==> src/rtl/lsu_pkg.sv <==
// Shared types and lane helpers for the LSU memory master.
// Size encodings, FSM state enum and lane shift/mask helpers.
package lsu_pkg;

   typedef enum logic [1:0] {
      SZ_B   = 2'b00,
      SZ_H   = 2'b01,
      SZ_W   = 2'b10,
      SZ_RSV = 2'b11
   } size_e;

   typedef enum logic [2:0] {
      StIdle,
      StErr,
      StRd,
      StRdWt,
      StWr,
      StRmwRd,
      StRmwWt,
      StResp
   } state_e;

   localparam logic [31:0] BYTE_MASK = 32'h0000_00ff;
   localparam logic [31:0] HALF_MASK = 32'h0000_ffff;

   // Bit offset of the addressed lane inside the word (little-endian).
   function automatic logic [4:0] lane_shift(input logic [1:0] addr_lo, input size_e size);
      case (size)
         SZ_B:    return {addr_lo, 3'b000};
         SZ_H:    return {addr_lo[1], 4'b0000};
         default: return 5'd0;
      endcase
   endfunction

endpackage

==> src/rtl/lsu_lane_align.sv <==
// Combinational lane steering: load extract/extend and sub-word store merge.
module lsu_lane_align
   import lsu_pkg::*;
(
   input  logic [1:0]  addr_lo_i,
   input  size_e       size_i,
   input  logic        unsigned_i,
   input  logic [31:0] rdata_i,
   input  logic [31:0] wdata_i,
   output logic [31:0] load_o,
   output logic [31:0] merge_o
);

   logic [4:0]  shift;
   logic [31:0] lane;
   logic [31:0] mask;

   always_comb begin
      shift = lane_shift(addr_lo_i, size_i);
      lane  = rdata_i >> shift;
      case (size_i)
         SZ_B: begin
            mask   = BYTE_MASK;
            load_o = unsigned_i ? {24'h0, lane[7:0]} : {{24{lane[7]}}, lane[7:0]};
         end
         SZ_H: begin
            mask   = HALF_MASK;
            load_o = unsigned_i ? {16'h0, lane[15:0]} : {{16{lane[15]}}, lane[15:0]};
         end
         default: begin
            mask   = 32'hffff_ffff;
            load_o = lane;
         end
      endcase
      // Only the addressed lane is replaced; the other bytes come from the read word.
      merge_o = (rdata_i & ~(mask << shift)) | ((wdata_i & mask) << shift);
   end

endmodule

==> src/rtl/lsu_mem_master.sv <==
// MEM-stage load/store initiator for a word-indexed memory with 1-cycle registered reads.
module lsu_mem_master
   import lsu_pkg::*;
#(
   parameter int unsigned MEM_WORDS = 32,
   parameter int unsigned IDX_W     = 5
) (
   input  logic        clk_i,
   input  logic        rst_n_i,
   input  logic        req_valid_i,
   output logic        req_ready_o,
   input  logic        req_we_i,
   input  logic [1:0]  req_size_i,
   input  logic        req_unsigned_i,
   input  logic [31:0] req_addr_i,
   input  logic [31:0] req_wdata_i,
   output logic        rsp_valid_o,
   output logic        rsp_err_o,
   output logic [31:0] rsp_rdata_o,
   output logic        mem_write_o,
   output logic        mem_read_o,
   output logic [31:0] mem_addr_o,
   output logic [31:0] mem_wdata_o,
   input  logic [31:0] mem_rdata_i
);

   state_e      state_q, state_d;
   size_e       size_q, size_d;
   logic        uns_q, uns_d;
   logic [1:0]  addr_lo_q, addr_lo_d;
   logic [31:0] wdata_q, wdata_d;

   logic        ready_q, ready_d;
   logic        rsp_valid_q, rsp_valid_d;
   logic        rsp_err_q, rsp_err_d;
   logic [31:0] rsp_rdata_q, rsp_rdata_d;
   logic        mem_write_q, mem_write_d;
   logic        mem_read_q, mem_read_d;
   logic [31:0] mem_addr_q, mem_addr_d;
   logic [31:0] mem_wdata_q, mem_wdata_d;

   logic [31:0] load_data;
   logic [31:0] merge_data;
   logic        req_err;
   size_e       req_size;

   lsu_lane_align u_lane_align (
      .addr_lo_i  (addr_lo_q),
      .size_i     (size_q),
      .unsigned_i (uns_q),
      .rdata_i    (mem_rdata_i),
      .wdata_i    (wdata_q),
      .load_o     (load_data),
      .merge_o    (merge_data)
   );

   always_comb begin
      req_size = size_e'(req_size_i);
      req_err  = (req_size == SZ_RSV)
               | ((req_size == SZ_H) & req_addr_i[0])
               | ((req_size == SZ_W) & (req_addr_i[1:0] != 2'b00))
               | (req_addr_i[31:2] >= 30'(MEM_WORDS));
   end

   always_comb begin
      state_d     = state_q;
      size_d      = size_q;
      uns_d       = uns_q;
      addr_lo_d   = addr_lo_q;
      wdata_d     = wdata_q;
      rsp_valid_d = 1'b0;
      rsp_err_d   = 1'b0;
      rsp_rdata_d = 32'h0;
      mem_write_d = 1'b0;
      mem_read_d  = 1'b0;
      mem_addr_d  = mem_addr_q;
      mem_wdata_d = mem_wdata_q;

      // Outputs are computed for the state being entered, so they line up with state_q.
      unique case (state_q)
         StIdle: begin
            if (req_valid_i) begin
               size_d    = req_size;
               uns_d     = req_unsigned_i;
               addr_lo_d = req_addr_i[1:0];
               wdata_d   = req_wdata_i;
               if (req_err) begin
                  state_d     = StErr;
                  rsp_valid_d = 1'b1;
                  rsp_err_d   = 1'b1;
               end else begin
                  mem_addr_d = {{(32 - IDX_W){1'b0}}, req_addr_i[IDX_W+1:2]};
                  if (!req_we_i) begin
                     state_d    = StRd;
                     mem_read_d = 1'b1;
                  end else if (req_size == SZ_W) begin
                     state_d     = StWr;
                     mem_write_d = 1'b1;
                     mem_wdata_d = req_wdata_i;
                  end else begin
                     state_d    = StRmwRd;
                     mem_read_d = 1'b1;
                  end
               end
            end
         end
         StErr:   state_d = StIdle;
         StRd:    state_d = StRdWt;
         StRdWt: begin
            state_d     = StResp;
            rsp_valid_d = 1'b1;
            rsp_rdata_d = load_data;
         end
         StWr: begin
            state_d     = StResp;
            rsp_valid_d = 1'b1;
         end
         StRmwRd: state_d = StRmwWt;
         StRmwWt: begin
            state_d     = StWr;
            mem_write_d = 1'b1;
            mem_wdata_d = merge_data;
         end
         StResp:  state_d = StIdle;
         default: state_d = StIdle;
      endcase

      ready_d = (state_d == StIdle);
   end

   always_ff @(posedge clk_i) begin
      if (!rst_n_i) begin
         state_q     <= StIdle;
         size_q      <= SZ_B;
         uns_q       <= 1'b0;
         addr_lo_q   <= 2'b00;
         wdata_q     <= 32'h0;
         ready_q     <= 1'b1;
         rsp_valid_q <= 1'b0;
         rsp_err_q   <= 1'b0;
         rsp_rdata_q <= 32'h0;
         mem_write_q <= 1'b0;
         mem_read_q  <= 1'b0;
         mem_addr_q  <= 32'h0;
         mem_wdata_q <= 32'h0;
      end else begin
         state_q     <= state_d;
         size_q      <= size_d;
         uns_q       <= uns_d;
         addr_lo_q   <= addr_lo_d;
         wdata_q     <= wdata_d;
         ready_q     <= ready_d;
         rsp_valid_q <= rsp_valid_d;
         rsp_err_q   <= rsp_err_d;
         rsp_rdata_q <= rsp_rdata_d;
         mem_write_q <= mem_write_d;
         mem_read_q  <= mem_read_d;
         mem_addr_q  <= mem_addr_d;
         mem_wdata_q <= mem_wdata_d;
      end
   end

   assign req_ready_o = ready_q;
   assign rsp_valid_o = rsp_valid_q;
   assign rsp_err_o   = rsp_err_q;
   assign rsp_rdata_o = rsp_rdata_q;
   assign mem_write_o = mem_write_q;
   assign mem_read_o  = mem_read_q;
   assign mem_addr_o  = mem_addr_q;
   assign mem_wdata_o = mem_wdata_q;

endmodule

==> config.mk <==
export PLATFORM = sky130hd
export DESIGN_NAME = lsu_mem_master
export DESIGN_NICKNAME = d
export VERILOG_FILES = /design/src/rtl/lsu_pkg.sv /design/src/rtl/lsu_lane_align.sv /design/src/rtl/lsu_mem_master.sv
export SDC_FILE = /design/constraint.sdc
export NUM_CORES = 1
export LEC_CHECK = 0
export BUFFER_PORTS_ARGS = -buffer_cell sky130_fd_sc_hd__buf_2
export CELL_PAD_IN_SITES_DETAIL_PLACEMENT = 2
export CELL_PAD_IN_SITES_GLOBAL_PLACEMENT = 2
export CORE_MARGIN = 8
export CORE_UTILIZATION = 28
export CTS_CLUSTER_DIAMETER = 200
export DETAILED_ROUTE_END_ITERATION = 8
export PLACE_DENSITY = 0.86
export SLEW_MARGIN = 20
export SYNTH_ARGS = -nofsm -noshare
export SYNTH_HDL_FRONTEND = slang
export SYNTH_HIERARCHICAL = 1
export SYNTH_SLANG_ARGS = --single-unit
==> constraint.sdc <==
create_clock -name clk_i -period 2.1 [get_ports clk_i]
set_input_delay 0.21 -clock clk_i [delete_from_list [all_inputs] [get_ports clk_i]]
set_output_delay 0.21 -clock clk_i [all_outputs]
set_load 0.01 [all_outputs]
**Word level (Yosys, flattened, before mapping)**

Index checks and enable logic that the tools add are counted.

- Output and inout port bits: 101
- Memories kept: 0
- Register bits after elaboration: 114
- Logic and storage cells: 83
- Memory bits (writable): 0
- Bits in latches: 0
- Bits of input ports: 103
- Bits in read-only memories: 0

- Multipliers: 0
- Reduce and logical (&&, ||, !) cells: 13
- Bitwise gates (word level): 13
- Div/mod/pow operators: 0
- Muxes and demuxes: 25
- $add $sub $neg: 0
- Equality and inequality tests: 15
- Magnitude comparators: 1
- Shift operators: 3

Operators with widths:

| kind | count |
|---|---|
| 32-bit two-way mux | 6 |
| 32-bit one-hot mux with 2 select lines | 3 |
| 32-bit bitwise AND | 2 |
| 32-bit by 5-bit left shift with 32-bit output | 2 |
| 32-bit NOT | 1 |
| 32-bit OR | 1 |
| 32-bit by 5-bit >> shifter with 32-bit output | 1 |
| 30-bit by 6-bit >= comparator with 1-bit output, second input constant | 1 |
| 3-bit one-hot mux with 6 select lines | 1 |
| 3-bit == test, second input constant | 4 |
| 5-bit one-hot mux with 2 select lines | 1 |
| 1-bit two-way mux | 9 |
| 3-bit two-way mux | 3 |
| 2-bit inequality test, second input constant | 4 |
| 3-bit by 2-bit == test with 1-bit output, second input constant | 2 |
| 3-bit zero test | 2 |
| 2-bit AND reduction | 3 |
| 5-bit AND reduction | 1 |
| 2-bit by 1-bit == test with 1-bit output, second input constant | 2 |
| 2-bit == test, second input constant | 2 |
| 1-bit NOT | 4 |
| 1-bit one-hot mux with 2 select lines | 2 |
| 2-bit nonzero test | 2 |
| 2-bit OR reduction | 2 |
| other kinds (6) | 9 |

**Longest topological paths before layout**

Gate-level depths: netlist of run 1.

- Depth in word-level cells: 9
- Depth in mapped cells: 9
- Gate-level depth less buffers: 7

**By module**

Netlist of run 1, hierarchy kept.

By module, submodules not included:

| module | area each (sq um) | seq. area each (sq um) | cells an instance | instances |
|---|---|---|---|---|
| lsu_mem_master | 4,669.5 | 2,282.2 | 535 | 1 |
| lsu_lane_align | 1,287.5 | 0.0 | 188 | 1 |

**Worst setup path after synthesis of run 1**

No wires, ideal clock.

- Path type: flip-flop to flip-flop
- Start point: register size_q[0]
- End point: register mem_wdata_q[0], in the netlist mem_wdata_o[0]
- Arrival: 1.715 ns
- Clock period less this slack: 1.850 ns
- Stages on the path, launching flop included: 8
- Path slack: 0.250 ns
- Required time: 1.965 ns
- Library setup time: 0.135 ns
- Path buffers: 1
- Cell sequence: dfxtp_1 -> buf_4 -> or2b_1 -> a21oi_2 -> mux2_2 -> and3_1 -> a31oi_1 -> o22ai_1

- Longest elaborated chain between the ends: 7
- Elaborated cells on any way between the ends: 11
- Those cells by class: eq/ne: 1; shift: 2; mux: 3; bitwise: 4; reduce/logical: 1

Ends and longest elaborated chain:

| what | line | text |
|---|---|---|
| from (decl) | lsu_mem_master.sv:28 | `size_e size_q, size_d;` |
| from (signal assigned) | lsu_mem_master.sv:148 | `size_q <= size_d;` |
| 2-bit by 1-bit == test with 1-bit output or 2-bit zero test (tied branches) | lsu_pkg.sv:28, lsu_lane_align.sv:21 |  |
| 32-bit one-hot mux with 2 select lines or 5-bit one-hot mux with 2 select lines (tied branches) | lsu_lane_align.sv:21, lsu_pkg.sv:28 |  |
| 32-bit by 5-bit left shift with 32-bit output | lsu_lane_align.sv:36 | `merge_o = (rdata_i & ~(mask << shift)) \| ((wdata_i & mask) << shift);` |
| 32-bit NOT | lsu_lane_align.sv:36 |  |
| 32-bit bitwise AND | lsu_lane_align.sv:36 |  |
| 32-bit OR (*) | lsu_lane_align.sv:36 |  |
| named net merge_data[0] | lsu_mem_master.sv:43 | `logic [31:0] merge_data;` |
| 32-bit one-hot mux with 2 select lines (*) | lsu_mem_master.sv:80 | `unique case (state_q)` |
| to (signal assigned) | lsu_mem_master.sv:159 | `mem_wdata_q <= mem_wdata_d;` |
| to (decl) | lsu_mem_master.sv:40 | `logic [31:0] mem_wdata_q, mem_wdata_d;` |

The timed path passes the listed nets; every way through them passes the cells marked *.
A chain may end at the register's enable or synchronous reset.

**Final worst setup path of run 1**

- Start point: register size_q[1]
- End point: register mem_wdata_q[24], in the netlist mem_wdata_o[24]

The elaborated chain is that of the path after synthesis.

==> results of run 1 <==
[final timing paths]
| kind | slack [ns] | to | cells after the start | from |
|---|---|---|---|---|
| worst min-delay path | 0.03 | mem_addr_o[2] | 3 | req_addr_i[4] |
| worst min register to register | 0.46 | mem_addr_o[2] | 2 | mem_addr_o[2] |
| worst max register to register | 0.15 | mem_wdata_o[24] | 6 | size_q[1] |
| worst max-delay path | 0.15 | mem_wdata_o[24] | 6 | size_q[1] |
[Yosys cell counts (2+ instances only)]
cell and count:
a21boi_0 37, a21oi_1 28, a221o_1 7, a22o_1 8
a22oi_1 23, a31oi_1 35, and2_1 33, and2b_1 6
and3_1 33, and3b_1 2, buf_1 2, buf_2 15
buf_4 30, buf_6 2, clkbuf_1 41, dfxtp_1 114
inv_1 5, mux2_2 9, mux2i_1 6, mux4_2 7
nand2_1 111, nand2b_1 5, nand3_1 37, nor2_1 27
nor2_2 2, nor2b_1 16, nor3_1 2, nor4_1 5
o211ai_1 2, o21ai_0 9, o22ai_1 41
[cell families after synthesis]
logic type / share of synthesized area
AND/OR/NAND/NOR: 0.246
other: 0.000630
XOR/XNOR: 0.00147
multiplexers: 0.0536
buffers and inverters: 0.0865
AO/OA/AOI/OAI: 0.229
flip-flops: 0.383
[sequential cells by signal, indices dropped and copies added, names as in the netlist]
signal / flops
size_q: 2
rsp_valid_o: 1
req_ready_o: 1
uns_q: 1
wdata_q: 32
mem_addr_o: 5
rsp_err_o: 1
rsp_rdata_o: 32
mem_wdata_o: 32
mem_read_o: 1
state_q: 3
mem_write_o: 1
addr_lo_q: 2
[through the flow]
stage | instance area (µm²) | hold slack (ns) | total power, W
after floorplan | 6050 | 0.352 | 0.00277
after global placement | 7090 | 0.438 | 0.00303
after detailed placement | 7090 | 0.453 | 0.00307
after CTS | 7710 | 0.0165 | 0.00617
after global routing | 7730 | 0.0284 | 0.00635
final | 7740 | 0.0304 | 0.00614
[layout make-up]
cell class / instances / area (µm²) / area share
sequential: 114 / 2280 / 0.295
timing repair buffer: 208 / 1190 / 0.153
multi-input combinational: 538 / 3270 / 0.423
clock buffer: 22 / 494 / 0.0639
tap: 275 / 344 / 0.0445
inverter: 6 / 22.5 / 0.00291
clock inverter: 9 / 128 / 0.0165
antenna: 4 / 10.0 / 0.00129
[worst max-delay path, stage by stage (launching register included)]
cell,delay (ns)
dfxtp_1,0.39
buf_4,0.36
nor2_1,0.23
a221o_1,0.34
and3_1,0.16
a31oi_1,0.20
o22ai_1,0.12
[repair_timing]
action / CTS / global route
gates resized for setup: 0 / 3
endpoints found under the setup margin: 0 / 17
hold endpoints to repair: 0 / 0
[layer usage]
| metal | GRT usage | share of wire |
|---|---|---|
| met3 | 0.0693 | 0.081 |
| met5 | 0 | 0.00049 |
| met4 | 0.0640 | 0.013 |
| met2 | 0.333 | 0.48 |
| met1 | 0.237 | 0.42 |
[report_power, final]
part           switching (W)  internal (W)  leakage (nW)
combinational       0.000474      0.000317          2.29
sequential         0.0000518       0.00221         0.925
clock                0.00108       0.00201         0.300
total                0.00160       0.00454          3.52
==> run metrics, run 1 <==
Post-DP HPWL=19,300 µm; PwrDens=793 mW/mm²; FFs w/ async S/R, synth=0; most frequently used flop master after synthesis=dfxtp_1; CP Class=reg2reg; final worst path period share=0.928; worst-skew pair later-pin latency=0.42 ns; CTS tree=built; flops & latches, synth=114; status=finished clean; DIE WIDTH=162 µm; row count=53; H-tree level count=4; 1st-pass router iterations=5; Post-synth EDFFs=0; GRT Total Usage=0.200; most area-hungry cell type in the Yosys netlist=dfxtp_1; Net count, final=988; grt ovf=0; TritonCTS Sinks=114; synthesized cell area=0.00596 mm²; Synth cell types=54; Hold Buf Count CTS=0; Max-Cap Viols=0; Final Util=0.369; TritonCTS Buffers=17; measured slew at the worst slew-check pin=0.601 ns; final slew viol count=0; non-filler instance count after layout=1,176; fmax=513 MHz; Max VDD drop=0.516 mV; Clock Path Buffers=2; initial core utilization=0.284; WL final=26,700 µm; DRC Markers=0; post-DR vias/cell=5.28; Critical Path AT=2.23 ns; number of port buffers=176; largest net degree at the start of global routing=65; CORE AREA=0.0210 mm²; Setup crit start kind=flip-flop; setup TNS=0 ns; layout cells sized above 1=0.297; worst min path class=in2reg; Synth top area share=0.383; Final min period=1.95 ns; Area Growth Syn to Fin=29.9%; slew margin rel.=0.599; RSZ-0062 raised after global routing=no; placer congestion estimate=0.888; vias in the first global route=6,850; fill cell count=2,455; setup slack at placement=0.117 ns; Final Hold Fails=0; postcts setup bufs=0; Final setup viols=0; Die Ht=162 µm; Worst Skew=0.00888 ns; drt initial violations=333; Crit. End Element=flip-flop; cell total after placement=1,141; Avg WL per Cell=22.7 µm; clock-pin slew on the worst setup and hold paths=0.06 ns; initial antenna violation count=3; commonest non-fill, non-tap cell in the layout=buf_2; largest cells by area after synthesis=dfxtp_1, nand2_1, a21boi_0, o22ai_1, buf_4; Root Driver=clkbuf_16; crit path max fanout=37; sequential area share after synthesis=0.383; syn_area_per_cell=8.24 µm²; synth warn=6; Die Area=0.0262 mm²; setup ws final=0.152 ns; Leakage Power=3.52 nW; commonest cells after routing, fill and taps aside=buf_2, dfxtp_1, nand2_1, o22ai_1; Worst EP required=2.38 ns; Mapped Cells=723; Routed Antenna Nets=0; # IOs=204; first-pass GRT wire length=40,600 µm; vias after detailed routing=6,212
(Power assumes the default switching activity.)
==> inputs of run 2 (changes only) <==
- CTS_CLUSTER_DIAMETER: 200 -> 30
- PLACE_DENSITY: 0.86 -> default
- PLACE_DENSITY_LB_ADDON: default -> 0.2
==> run 2 against run 1 <==
Sequential power barely moved. Sequential cell count stayed put. Combinational power rose by 0.5%. Cell count stayed put. Count of clock-buffer cells in the layout stayed put. Clock power grew 3%. Critical path type unchanged.
==> run metrics, run 2 (synthesized netlist as in run 1, its figures left out) <==
vias after detailed routing=6,155 (-0.92%); CTS tree=built; placer congestion estimate=0.837 (-5.7%); power share of the clock group=0.510 (+0.007); CP Class=reg2reg; Die Ht=162 µm (unchanged); Final setup viols=0 (unchanged); Setup crit start kind=flip-flop; slew margin rel.=0.450 (-0.149); Area Growth Syn to Fin=30.5%; initial antenna violation count=1 (-2); initial core utilization=0.284 (unchanged); Leakage Power=3.55 nW (+0.80%); Final Hold Fails=0 (unchanged); drt initial violations=298 (-11%); GRT Total Usage=0.194 (-0.00552); Hold Path Sink=mem_addr_o[3]; switching share of power=0.251 (-0.00995); Flop pwr share=0.363 (-0.005); fmax=511 MHz (-0.47%); cell total after placement=1,144 (+0.26%); vias in the first global route=6,859 (+0.13%); worst min path class=in2reg; final slew viol count=0 (unchanged); Worst Skew=0.0103 ns (+0.00138 ns); combinational fraction of design power=0.128 (about the same); HP Start=req_addr_i[5]; non-filler instance count after layout=1,176 (unchanged); FF-to-FF End=mem_wdata_o[0]; crit-path cells=or2b_1, a21oi_4, mux2_2, and3_1, a31oi_1, o22ai_1; clock-pin slew on the worst setup and hold paths=0.06 ns (about the same); Root Driver=clkbuf_16; Tot Pwr=0.00623 W (+1.4%); PwrDens=801 mW/mm² (+0.94%); final worst path period share=0.932 (+0.00434); Net count, final=991 (+0.30%); Avg WL per Cell=21.9 µm (-3.5%); CP peak stage delay=0.38 ns (about the same); Final min period=1.96 ns (+0.00912 ns); 1st-pass router iterations=4 (-1); RSZ-0062 raised after global routing=no; internal power=0.00466 W (+2.8%); TritonCTS Buffers=17 (unchanged); status=finished clean; H-tree level count=4 (unchanged); ANT cells=0 (-4); first-pass GRT wire length=39,900 µm (-1.7%); setup slack at placement=-0.000420 ns (-0.118 ns); DIE WIDTH=162 µm (unchanged); worst-skew pair later-pin latency=0.42 ns (about the same); commonest cells after routing, fill and taps aside=buf_2, dfxtp_1, nand2_1, o22ai_1; # IOs=204 (unchanged); Die Area=0.0262 mm² (unchanged); setup ws final=0.143 ns (-0.00912 ns); Reg2Reg Setup Slack=0.14 ns (about the same); r2r worst-path depth=6 (unchanged); grt ovf=0 (unchanged); Critical Path AT=2.24 ns (about the same); DRC Markers=0 (unchanged); fill cell count=2,470 (+0.61%); row count=53 (unchanged); layout cells sized above 1=0.299 (+0.00201); TritonCTS Sinks=114 (unchanged); largest net degree at the start of global routing=78 (+20%); slowest CP cell=mux2_2; Post-DP HPWL=19,300 µm (about the same); WL final=25,800 µm (-3.5%); NetSw=0.00156 W (-2.5%); post-DR vias/cell=5.23 (-0.92%); Hold Buf Count CTS=0 (unchanged); hold path depth=3 (unchanged); Clock Path Buffers=2 (unchanged); Max-Cap Viols=0 (unchanged); CORE AREA=0.0210 mm² (unchanged); crit path max fanout=8 (-78%); Worst EP required=2.38 ns (about the same); Max VDD drop=0.531 mV (+2.9%); commonest non-fill, non-tap cell in the layout=buf_2; measured slew at the worst slew-check pin=0.824 ns (+0.223 ns); number of port buffers=176 (unchanged); Crit. End Element=flip-flop; Routed Antenna Nets=0 (unchanged); setup TNS=0 ns (unchanged); Critical R2R Launch=addr_lo_q[0]
## run 2: changes by cell type in the layout (fill, tap and decap cells not counted), moves of 2 or more
cell / delta
buf_4: +3
clkinv_2: +2
clkinvlp_4: -2
diode_2: -4
## run 2: timing repair
| action | CTS | global route |
|---|---|---|
| setup endpoints to repair | 0 | 10 |
| gates resized for setup | 0 | 2 |
| buffers inserted | 0 | 0 |
## run 2: critical path, delay by kind of cell, from the launching register on
family	cells	cell delay [ns]
AO/OA/AOI/OAI	3	0.62
AND/OR/NAND/NOR	2	0.47
flip-flops	1	0.35
multiplexers	1	0.38
## run 2: cell type report
type	count	area [µm²]	area share
tap	275	344	0.0443
clock inverter	10	153	0.0196
sequential	114	2280	0.294
inverter	6	22.5	0.00290
timing repair buffer	211	1210	0.156
clock buffer	22	494	0.0636
multi-input combinational	538	3270	0.420
## run 2: power groups by stage
stage	sequential, W	clock (W)	combinational (W)
5_1_grt	0.00226	0.00333	0.000866
3_3_place_gp	0.00230	0	0.000756
3_5_place_dp	0.00230	0	0.000781
2_1_floorplan	0.00228	0	0.000485
6_report	0.00226	0.00317	0.000795
4_1_cts	0.00226	0.00324	0.000791
## run 2: worst max-delay path by stage
stage,slack (ns),endpoint,depth (start not counted),start
global placement,0.14,mem_wdata_o[5],6,addr_lo_q[0]
detailed placement,-0.0004,mem_wdata_o[0],6,addr_lo_q[0]
CTS,0.01,mem_wdata_o[0],6,addr_lo_q[0]
global route,0.003,rsp_rdata_o[31],6,size_q[0]
floorplan,0.25,mem_wdata_o[0],7,size_q[0]
finish,0.14,mem_wdata_o[0],6,addr_lo_q[0]
## run 2: metal layers
layer  vias to the layer above  global-route usage  wire length, µm
li1                       2869                   -                -
met1                      3060               0.237            11300
met2                       194               0.326            12300
met4                         2              0.0581              396
met3                        30              0.0547             1800
met5                         -                   0               10
## run 2: metrics by stage
step	util	hold slack (ns)	cell area, µm²
after floorplan	-	0.352	6050
after global placement	0.340	0.441	7110
after detailed placement	0.340	0.456	7110
after CTS	0.370	0.0166	7760
after global routing	0.371	0.0239	7770
final	0.371	0.0364	7770
